## src/rtl/zone_arm_controller.sv

```systemverilog
// zone_arm_controller
//
// Multi-zone arm/disarm controller for the security-system control path. Conditions the raw
// arm/disarm switches (2-FF synchroniser + debounce) and the zone trip inputs (2-FF
// synchroniser only), then runs a DISARMED -> EXIT_DELAY -> ARMED -> ENTRY_DELAY -> ALARM state
// machine. Trips are checked against a zone mask captured when an arm request is accepted, and
// every enabled zone that trips is recorded in a sticky attribution vector.
//
// Parameters
//   NUM_ZONES        number of sensor zones (1..32)
//   DEBOUNCE_CYCLES  consecutive disagreeing cycles needed to accept a switch change (>=1)
//   EXIT_DELAY       cycles spent in EXIT_DELAY before arming completes (>=1)
//   ENTRY_DELAY      cycles spent in ENTRY_DELAY before the alarm fires (>=1)
//
// Ports
//   clk            system clock, all state updates on posedge
//   resetN         asynchronous active-low reset
//   armSwitch      raw asynchronous arm switch
//   disarmSwitch   raw asynchronous disarm switch
//   zoneEnable     per-zone enable mask, sampled only when an arm request is accepted
//   zoneTrip       raw asynchronous per-zone trip levels (1 = tripped)
//   systemArmed    high in ARMED, ENTRY_DELAY, ALARM
//   disarmedState  high only in DISARMED
//   exitPending    high only in EXIT_DELAY
//   entryPending   high only in ENTRY_DELAY
//   alarmActive    high only in ALARM
//   alarmZones     sticky record of enabled zones that tripped since the last accepted arm
//   stateOut       encoded state: 0 DISARMED, 1 EXIT_DELAY, 2 ARMED, 3 ENTRY_DELAY, 4 ALARM
//
// All outputs are registered; they are loaded from the next-state value so that they always
// equal a decode of the state register, with no combinational path from any input.

module zone_arm_controller #(
  parameter int unsigned NUM_ZONES       = 4,
  parameter int unsigned DEBOUNCE_CYCLES = 16,
  parameter int unsigned EXIT_DELAY      = 100,
  parameter int unsigned ENTRY_DELAY     = 50
) (
  input  logic                 clk,
  input  logic                 resetN,
  input  logic                 armSwitch,
  input  logic                 disarmSwitch,
  input  logic [NUM_ZONES-1:0] zoneEnable,
  input  logic [NUM_ZONES-1:0] zoneTrip,
  output logic                 systemArmed,
  output logic                 disarmedState,
  output logic                 exitPending,
  output logic                 entryPending,
  output logic                 alarmActive,
  output logic [NUM_ZONES-1:0] alarmZones,
  output logic [2:0]           stateOut
);

  // ---------------------------------------------------------------------------------------------
  // Sizing
  // ---------------------------------------------------------------------------------------------
  localparam int unsigned MaxDelay = (EXIT_DELAY > ENTRY_DELAY) ? EXIT_DELAY : ENTRY_DELAY;
  localparam int unsigned CntW     = $clog2(MaxDelay + 1);
  localparam int unsigned DbW      = $clog2(DEBOUNCE_CYCLES + 1);

  localparam logic [CntW-1:0] ExitLoad  = CntW'(EXIT_DELAY - 1);
  localparam logic [CntW-1:0] EntryLoad = CntW'(ENTRY_DELAY - 1);
  // Debounce count value at which the next disagreeing cycle completes the required run.
  localparam logic [DbW-1:0]  DbLast    = DbW'(DEBOUNCE_CYCLES - 1);

  // Switch vector bit positions.
  localparam int unsigned SwArm    = 0;
  localparam int unsigned SwDisarm = 1;

  typedef enum logic [2:0] {
    StDisarmed = 3'd0,
    StExit     = 3'd1,
    StArmed    = 3'd2,
    StEntry    = 3'd3,
    StAlarm    = 3'd4
  } state_e;

  // ---------------------------------------------------------------------------------------------
  // Switch conditioning: 2-FF synchroniser followed by a debouncer per switch
  // ---------------------------------------------------------------------------------------------
  logic [1:0]     sw_meta_q;
  logic [1:0]     sw_sync_q;
  logic [1:0]     sw_deb_q;
  logic [DbW-1:0] db_cnt_q [2];

  always_ff @(posedge clk or negedge resetN) begin
    if (!resetN) begin
      sw_meta_q <= '0;
      sw_sync_q <= '0;
      sw_deb_q  <= '0;
      for (int i = 0; i < 2; i++) begin
        db_cnt_q[i] <= '0;
      end
    end else begin
      sw_meta_q <= {disarmSwitch, armSwitch};
      sw_sync_q <= sw_meta_q;
      for (int i = 0; i < 2; i++) begin
        if (sw_sync_q[i] == sw_deb_q[i]) begin
          // Any agreement restarts the stability run.
          db_cnt_q[i] <= '0;
        end else if (db_cnt_q[i] == DbLast) begin
          sw_deb_q[i] <= sw_sync_q[i];
          db_cnt_q[i] <= '0;
        end else begin
          db_cnt_q[i] <= db_cnt_q[i] + DbW'(1);
        end
      end
    end
  end

  // ---------------------------------------------------------------------------------------------
  // Zone trip synchroniser (trips are level inputs and are not debounced)
  // ---------------------------------------------------------------------------------------------
  logic [NUM_ZONES-1:0] trip_meta_q;
  logic [NUM_ZONES-1:0] trip_sync_q;

  always_ff @(posedge clk or negedge resetN) begin
    if (!resetN) begin
      trip_meta_q <= '0;
      trip_sync_q <= '0;
    end else begin
      trip_meta_q <= zoneTrip;
      trip_sync_q <= trip_meta_q;
    end
  end

  // ---------------------------------------------------------------------------------------------
  // Request decode
  // ---------------------------------------------------------------------------------------------
  logic arm_deb;
  logic disarm_deb;
  logic arm_prev_q;
  logic arm_req;
  logic disarm_req;

  assign arm_deb    = sw_deb_q[SwArm];
  assign disarm_deb = sw_deb_q[SwDisarm];

  // Arm is edge-triggered so a held switch cannot re-arm after a disarm; disarm is a level.
  // With both switches debounced high neither request exists.
  assign arm_req    = arm_deb & ~arm_prev_q & ~disarm_deb;
  assign disarm_req = disarm_deb & ~arm_deb;

  // ---------------------------------------------------------------------------------------------
  // State machine next-state logic
  // ---------------------------------------------------------------------------------------------
  state_e               state_q;
  state_e               state_d;
  logic [CntW-1:0]      cnt_q;
  logic [CntW-1:0]      cnt_d;
  logic [NUM_ZONES-1:0] mask_q;
  logic [NUM_ZONES-1:0] mask_d;
  logic [NUM_ZONES-1:0] zones_d;
  logic [NUM_ZONES-1:0] trip_hit;

  assign trip_hit = trip_sync_q & mask_q;

  always_comb begin
    state_d = state_q;
    cnt_d   = cnt_q;
    mask_d  = mask_q;
    zones_d = alarmZones;

    case (state_q)
      StDisarmed: begin
        if (arm_req && (zoneEnable != '0)) begin
          mask_d  = zoneEnable;
          zones_d = '0;
          cnt_d   = ExitLoad;
          state_d = StExit;
        end
      end

      StExit: begin
        // Trips are deliberately ignored while the occupant is leaving.
        if (disarm_req) begin
          state_d = StDisarmed;
        end else if (cnt_q == '0) begin
          state_d = StArmed;
        end else begin
          cnt_d = cnt_q - CntW'(1);
        end
      end

      StArmed: begin
        if (disarm_req) begin
          state_d = StDisarmed;
        end else if (trip_hit != '0) begin
          zones_d = alarmZones | trip_hit;
          cnt_d   = EntryLoad;
          state_d = StEntry;
        end
      end

      StEntry: begin
        // Disarm wins outright: a simultaneous trip is not recorded.
        if (disarm_req) begin
          state_d = StDisarmed;
        end else begin
          zones_d = alarmZones | trip_hit;
          if (cnt_q == '0) begin
            state_d = StAlarm;
          end else begin
            cnt_d = cnt_q - CntW'(1);
          end
        end
      end

      StAlarm: begin
        if (disarm_req) begin
          state_d = StDisarmed;
        end else begin
          zones_d = alarmZones | trip_hit;
        end
      end

      default: begin
        state_d = StDisarmed;
      end
    endcase
  end

  // ---------------------------------------------------------------------------------------------
  // State register and registered outputs
  // ---------------------------------------------------------------------------------------------
  always_ff @(posedge clk or negedge resetN) begin
    if (!resetN) begin
      state_q       <= StDisarmed;
      cnt_q         <= '0;
      mask_q        <= '0;
      arm_prev_q    <= 1'b0;
      alarmZones    <= '0;
      systemArmed   <= 1'b0;
      disarmedState <= 1'b1;
      exitPending   <= 1'b0;
      entryPending  <= 1'b0;
      alarmActive   <= 1'b0;
      stateOut      <= 3'd0;
    end else begin
      state_q       <= state_d;
      cnt_q         <= cnt_d;
      mask_q        <= mask_d;
      arm_prev_q    <= arm_deb;
      alarmZones    <= zones_d;
      systemArmed   <= (state_d == StArmed) || (state_d == StEntry) || (state_d == StAlarm);
      disarmedState <= (state_d == StDisarmed);
      exitPending   <= (state_d == StExit);
      entryPending  <= (state_d == StEntry);
      alarmActive   <= (state_d == StAlarm);
      stateOut      <= state_d;
    end
  end

endmodule

```

## config.mk

```make
export PLATFORM = sky130hd
export DESIGN_NAME = zone_arm_controller
export DESIGN_NICKNAME = d
export VERILOG_FILES = /design/src/rtl/zone_arm_controller.sv
export SDC_FILE = /design/constraint.sdc
export NUM_CORES = 1
export LEC_CHECK = 0
export CORE_UTILIZATION = 45
export CTS_CLUSTER_DIAMETER = 200
export CTS_CLUSTER_SIZE = 40
export DETAILED_ROUTE_END_ITERATION = 10
export PLACE_DENSITY = 0.66
export SETUP_SLACK_MARGIN = 0.4
export SLEW_MARGIN = 10
export SYNTH_ARGS = -nofsm -noshare
export SYNTH_HDL_FRONTEND = slang
export SYNTH_SLANG_ARGS = --single-unit
```

## constraint.sdc

```tcl
create_clock -name clk -period 2.4 [get_ports clk]
set_clock_uncertainty 0.15 [all_clocks]
set_input_delay 0.48 -clock clk [delete_from_list [all_inputs] [get_ports clk]]
set_output_delay 0.48 -clock clk [all_outputs]
set_load 0.005 [all_outputs]
```

Word level (Yosys, flattened, before mapping):

Cells that the tools add are included.

* add/subtract/negate cells: 3
* multipliers: 0
* divide/modulo/power cells: 0
* $lt $le $gt $ge: 0
* equality and inequality tests: 18
* shift-type cells: 0
* muxes and demuxes: 24
* bitwise gates (word level): 10
* reductions and logical operators: 17

Operators with widths (count)
* $mux W7: 5
* $mux W3: 8
* $pmux W7 S3: 1
* $mux W5: 4
* $mux W4: 4
* $pmux W3 S5: 1
* $eq A3 B2 Y1 const B: 4
* $ne A2 B2 Y1 const B: 6
* $pmux W4 S3: 1
* $add A5 B1 Y5 const B: 2
* $eq A5 B4 Y1 const B: 2
* $reduce_bool A4 Y1: 2
* $logic_not A7 Y1: 1
* $sub A7 B1 Y7 const B: 1
* $eq A3 B1 Y1 const B: 2
* $eq A3 B3 Y1 const B: 2
* $logic_not A3 Y1: 2
* $reduce_and A2 Y1: 3
* $reduce_and A6 Y1: 1
* $reduce_bool A3 Y1: 2
* $not A1 Y1: 5
* $reduce_and A5 Y1: 1
* $and A4 B4 Y4: 1
* $or A4 B4 Y4: 1
* other kinds (5): 10

* bits in registers: 48
* bits in latches: 0
* RAM bits: 0
* bits in read-only memories: 0
* word-level logic and storage cells: 90
* memories kept: 0

Logic depth before layout (Yosys ltp):

* word-level depth: 9
* gate-level depth with buffers: 8
* depth with buffers taken out: 8

Worst setup path after synthesis:

OpenSTA, ideal clock, no wires.

* path type: reg-to-reg
* start: register cnt_q[0]
* end: register cnt_q[0]
* library setup time: 125 ps
* arrival: 1576 ps
* data required time: 2125 ps
* setup slack: 549 ps
* stages on the path, launching flop included: 9
* cells stage by stage: dfrtp_1 -> inv_1 -> ha_1 -> nor2b_1 -> nand4_2 -> o211ai_4 -> and2_4 -> inv_4 -> mux2_4

* word-level cells in the longest chain between the ends: 4

RTL lines
* start, declared: RTL line 149 `logic [CntW-1:0] cnt_q;`
* start signal, assigned: RTL line 241 `cnt_q <= cnt_d;`
* $sub A7 B1 Y7: RTL line 181, 204
* $mux W7: RTL line 178, 201
* $mux W7: RTL line 197 `if (disarm_req) begin`
* $pmux W7 S3: RTL line 164 `case (state_q)`

Several ways; a longest one is shown, not always the timed one. The select of a mux whose other input is x is not followed.
A chain may end at the register's enable or synchronous reset.

Worst setup path after layout:

* start: register cnt_q[1]
* end: register cnt_q[0]

* word-level cells in the longest chain between the ends: 3

RTL lines (RTL line)
* $logic_not A7 Y1: 178, 201
* $ne A2 B2 Y1 (no line)
* $reduce_and A6 Y1 (no line)

Every way passes these cells.

==> summary.md <==
| Metric | Value |
|---|---|
| Drt via density | `5.30` |
| Fin nets | `230` |
| RSZ-0062 raised after global routing | `yes` |
| Clock tree sinks | `48` |
| CTS buffer count | `5` |
| DIE HEIGHT | `70.2 um` |
| Antenna Nets Post-Route | `0` |
| CP Capture Type | `flip-flop` |
| Yosys Warn Count | `0` |
| Final setup fails | `0` |
| Yosys top cell by area | `dfrtp_1` |
| Initial Utilization | `0.475` |
| Core Region | `4410 um^2` |
| DP HPWL | `2570 um` |
| Period utilisation layout | `0.801` |
| Met2 wire length | `2030 um` |
| Initial antenna violation count | `0` |
| PD cells | `602 nW/um^2` |
| CP cell instances | `inv_1 > ha_1 > nor2b_1 > nand4_2 > o211ai_4 > and2_4 > inv_4 > mux2_4` |
| Slew Limit Fails | `0` |
| CP Data Arrival Time | `~2 ns` |
| Cells after Synth | `162` |
| Final WS setup | `0.479 ns` |
| Minimum clock period | `around 1.9 ns` |
| Post-synthesis sequential area ratio | `0.574` |
| First-pass GRT wire length | `6600 um` |
| Hold Crit Class | `primary input to asynchronous set/reset pin` |
| Slew HR | `0.605` |
| DRC | `0` |
| Top cells by count, synth | `dfrtp_1, nor2_1, nand2_1` |
| Post-placement cell count | `239` |
| EDFF count, synth | `0` |
| Most common cell in the netlist | `dfrtp_1` |
| Met3 Routed Length | `128 um` |
| Post-Route Setup TNS | `0 ns` |
| Pwr Total | `roughly 0.0016 W` |
| Critical Path RT | `2.43 ns` |
| Hold Violations, Final | `0` |
| Length of routed wiring on met1 | `approximately 1700 um` |
| Worst path max stage delay | `0.38 ns` |
| Leakage power | `1.33 nW` |
| Clock edge transition at the registers on the reported setup and hold paths | `0.09 ns` |
| Top layer reached by signal wires | `met4` |
| Status | `completed` |
| Peak fanout along the critical path | `5` |
| I/O pins | `24` |
| Primary FF master, synth | `dfrtp_1` |
| Async SR Flop Fraction | `1.00` |
| Post-Syn Nets | `roughly 180` |
| Clock latency at the later pin of the worst-skew pair | `0.30 ns` |
| # fillers | `about 360` |
| Ratio of cells with drive above 1 in the final layout | `0.299` |
| Cts hold-fix bufs | `0` |
| Root Buffer | `clkbuf_8` |
| Startpoint Class | `flip-flop` |
| P_int | `0.00119 W` |
| Number of I/O port buffers | `23` |
| Layout Utilization | `0.611` |
| Number of global-route vias before repair | `~1.4k` |
| Place WS | `between 0.07 and 0.08 ns` |
| Max_cap viols | `0` |
| WL per Instance | `about 15 um` |
| Post-synth top area share | `0.561` |
| Total gr overflow | `0` |
| Mapped cell area | `2100 um^2` |
| Std-Cell Rows | `24` |
| Max frequency | `0.520 GHz` |
| TritonRoute pass-1 iters | `4` |
| Crit Path Class | `flip-flop to flip-flop` |
| Largest net degree at the start of global routing | `between 40 and 50` |
| Reg2reg path depth | `8` |
| Worst-Margin Slew | `about 0.59 ns` |
| CTS max path bufs | `2` |
| RePlAce Congestion | `0.895` |
| H-tree Lvls | `2` |
| Library cells used by synthesis | `44` |
| Peak supply drop | `0.344 mV` |
| Width of the die | `70.2 um` |
| Gr usage total | `0.175` |
| Clock power frac | `0.276` |
| Switching power | `0.000431 W` |
| CTS tree | `done` |
| Area grow syn2layout | `28.7%` |
| Final instance count without filler cells | `266` |
| DR vias | `1409` |
| Register bit total from synthesis | `48` |
| Sequential share of power | `0.585` |
| Antenna cells | `0` |
| Critical-path top delay cell | `dfrtp_1` |
| Die ar. | `4930 um^2` |
| Routed wire length | `3950 um` |
| Syn_area_per_cell | `12.9 um^2` |
| Switch share | `0.265` |
| Largest cells by area after synthesis | `dfrtp_1, mux2_4, xor2_1` |
| Combinational Power Share | `0.139` |
| Starting DRT DRC Count | `56` |
==> critical path, delay by kind of cell, from the launching register on <==
kind                       cells  cell delay (ns)
and+or+nand+nor                3             0.56
DFF                            1             0.38
muxes                          1             0.28
buffers and inverters          2             0.15
AOI/OAI and AO/OA              1             0.14
adders and majority gates      1             0.15
==> placed cells by master, fill, tap and decap left out, types with 2 or more instances in the layout <==
master / n
a21boi_2: 2
a21o_1: 3
a21oi_1: 3
a22oi_4: 2
a32o_1: 4
and2_1: 7
and3_1: 3
buf_12: 2
buf_2: 2
buf_4: 22
clkbuf_8: 5
clkdlybuf4s50_1: 17
dfrtp_1: 46
dlymetal6s2s_1: 5
ha_1: 4
inv_1: 7
mux2_2: 3
mux2_4: 5
mux2i_1: 4
nand2_1: 8
nand2b_1: 2
nand3_1: 5
nor2_1: 10
nor2b_1: 2
nor3_1: 3
o21ai_0: 4
xor2_1: 6
==> registers in the layout, indices dropped and copies added, names as in the netlist, 2 cells and up <==
register     flops
db_cnt_q        10
cnt_q            7
mask_q           4
sw_deb_q         2
trip_sync_q      4
alarmZones       4
trip_meta_q      4
state_q          3
sw_sync_q        2
sw_meta_q        2
==> cell families after synthesis <==
family                     Yosys count  synth area share
adders and majority gates            4            0.0239
muxes                               12            0.0710
buffers and inverters               12            0.0310
DFF                                 48             0.574
AOI/OAI and AO/OA                   27             0.127
xor gates and xnor gates             7            0.0293
and+or+nand+nor                     52             0.144
==> power groups by stage <==
stage / combinational (W) / sequential, W / clock [W]
floorplan: 0.000145 / 0.000948 / 0
global placement: 0.000203 / 0.000961 / 0
detailed placement: 0.000211 / 0.000965 / 0
CTS: 0.000213 / 0.000949 / 0.000473
global route: 0.000263 / 0.000962 / 0.000503
finish: 0.000226 / 0.000949 / 0.000448
==> metrics by stage <==
stage	instance area [um^2]	hold WS, ns
final	2700	0.121
after global routing	2700	0.166
after CTS	2530	0.134
after detailed placement	2410	0.185
after global placement	2410	0.183
after floorplan	2100	0.0344
==> per-layer routing <==
| metal | GRT usage | vias up |
|---|---|---|
| met5 | 0 | - |
| met4 | 0.0667 | 0 |
| met3 | 0.0476 | 10 |
| met2 | 0.281 | 23 |
| met1 | 0.225 | 706 |
| li1 | - | 670 |
==> timing repair <==
action	4_1_cts	5_1_grt
resized for setup	4	9
buffers inserted	3	17
setup endpoints to repair	4	9
pin swaps	1	7
==> area by class of cell <==
cell class,instances,area [um^2],area share
Inverter,8,32.5,0.0121
Sequential cell,48,1200,0.446
Tap cell,52,65.1,0.0241
Clock buffer,5,68.8,0.0255
Timing Repair Buffer,49,459,0.170
Clock inverter,2,12.5,0.00464
Multi-Input combinational cell,102,855,0.317
==> final timing paths <==
kind                                          start                       end  slack [ns]
setup reg to reg               cnt_q[1]$_DFFE_PN0P_      cnt_q[0]$_DFFE_PN0P_        0.48
hold / removal                               resetN      cnt_q[2]$_DFFE_PN0P_        0.12
max in group asynchronous                    resetN      state_q[0]$_DFF_PN0_        1.56
setup / recovery               cnt_q[1]$_DFFE_PN0P_      cnt_q[0]$_DFFE_PN0P_        0.48
hold reg to reg            trip_meta_q[0]$_DFF_PN0_  trip_sync_q[0]$_DFF_PN0_        0.20
min in group clk           trip_meta_q[0]$_DFF_PN0_  trip_sync_q[0]$_DFF_PN0_        0.20
No activity file was read; power rests on OpenSTA's default activity.
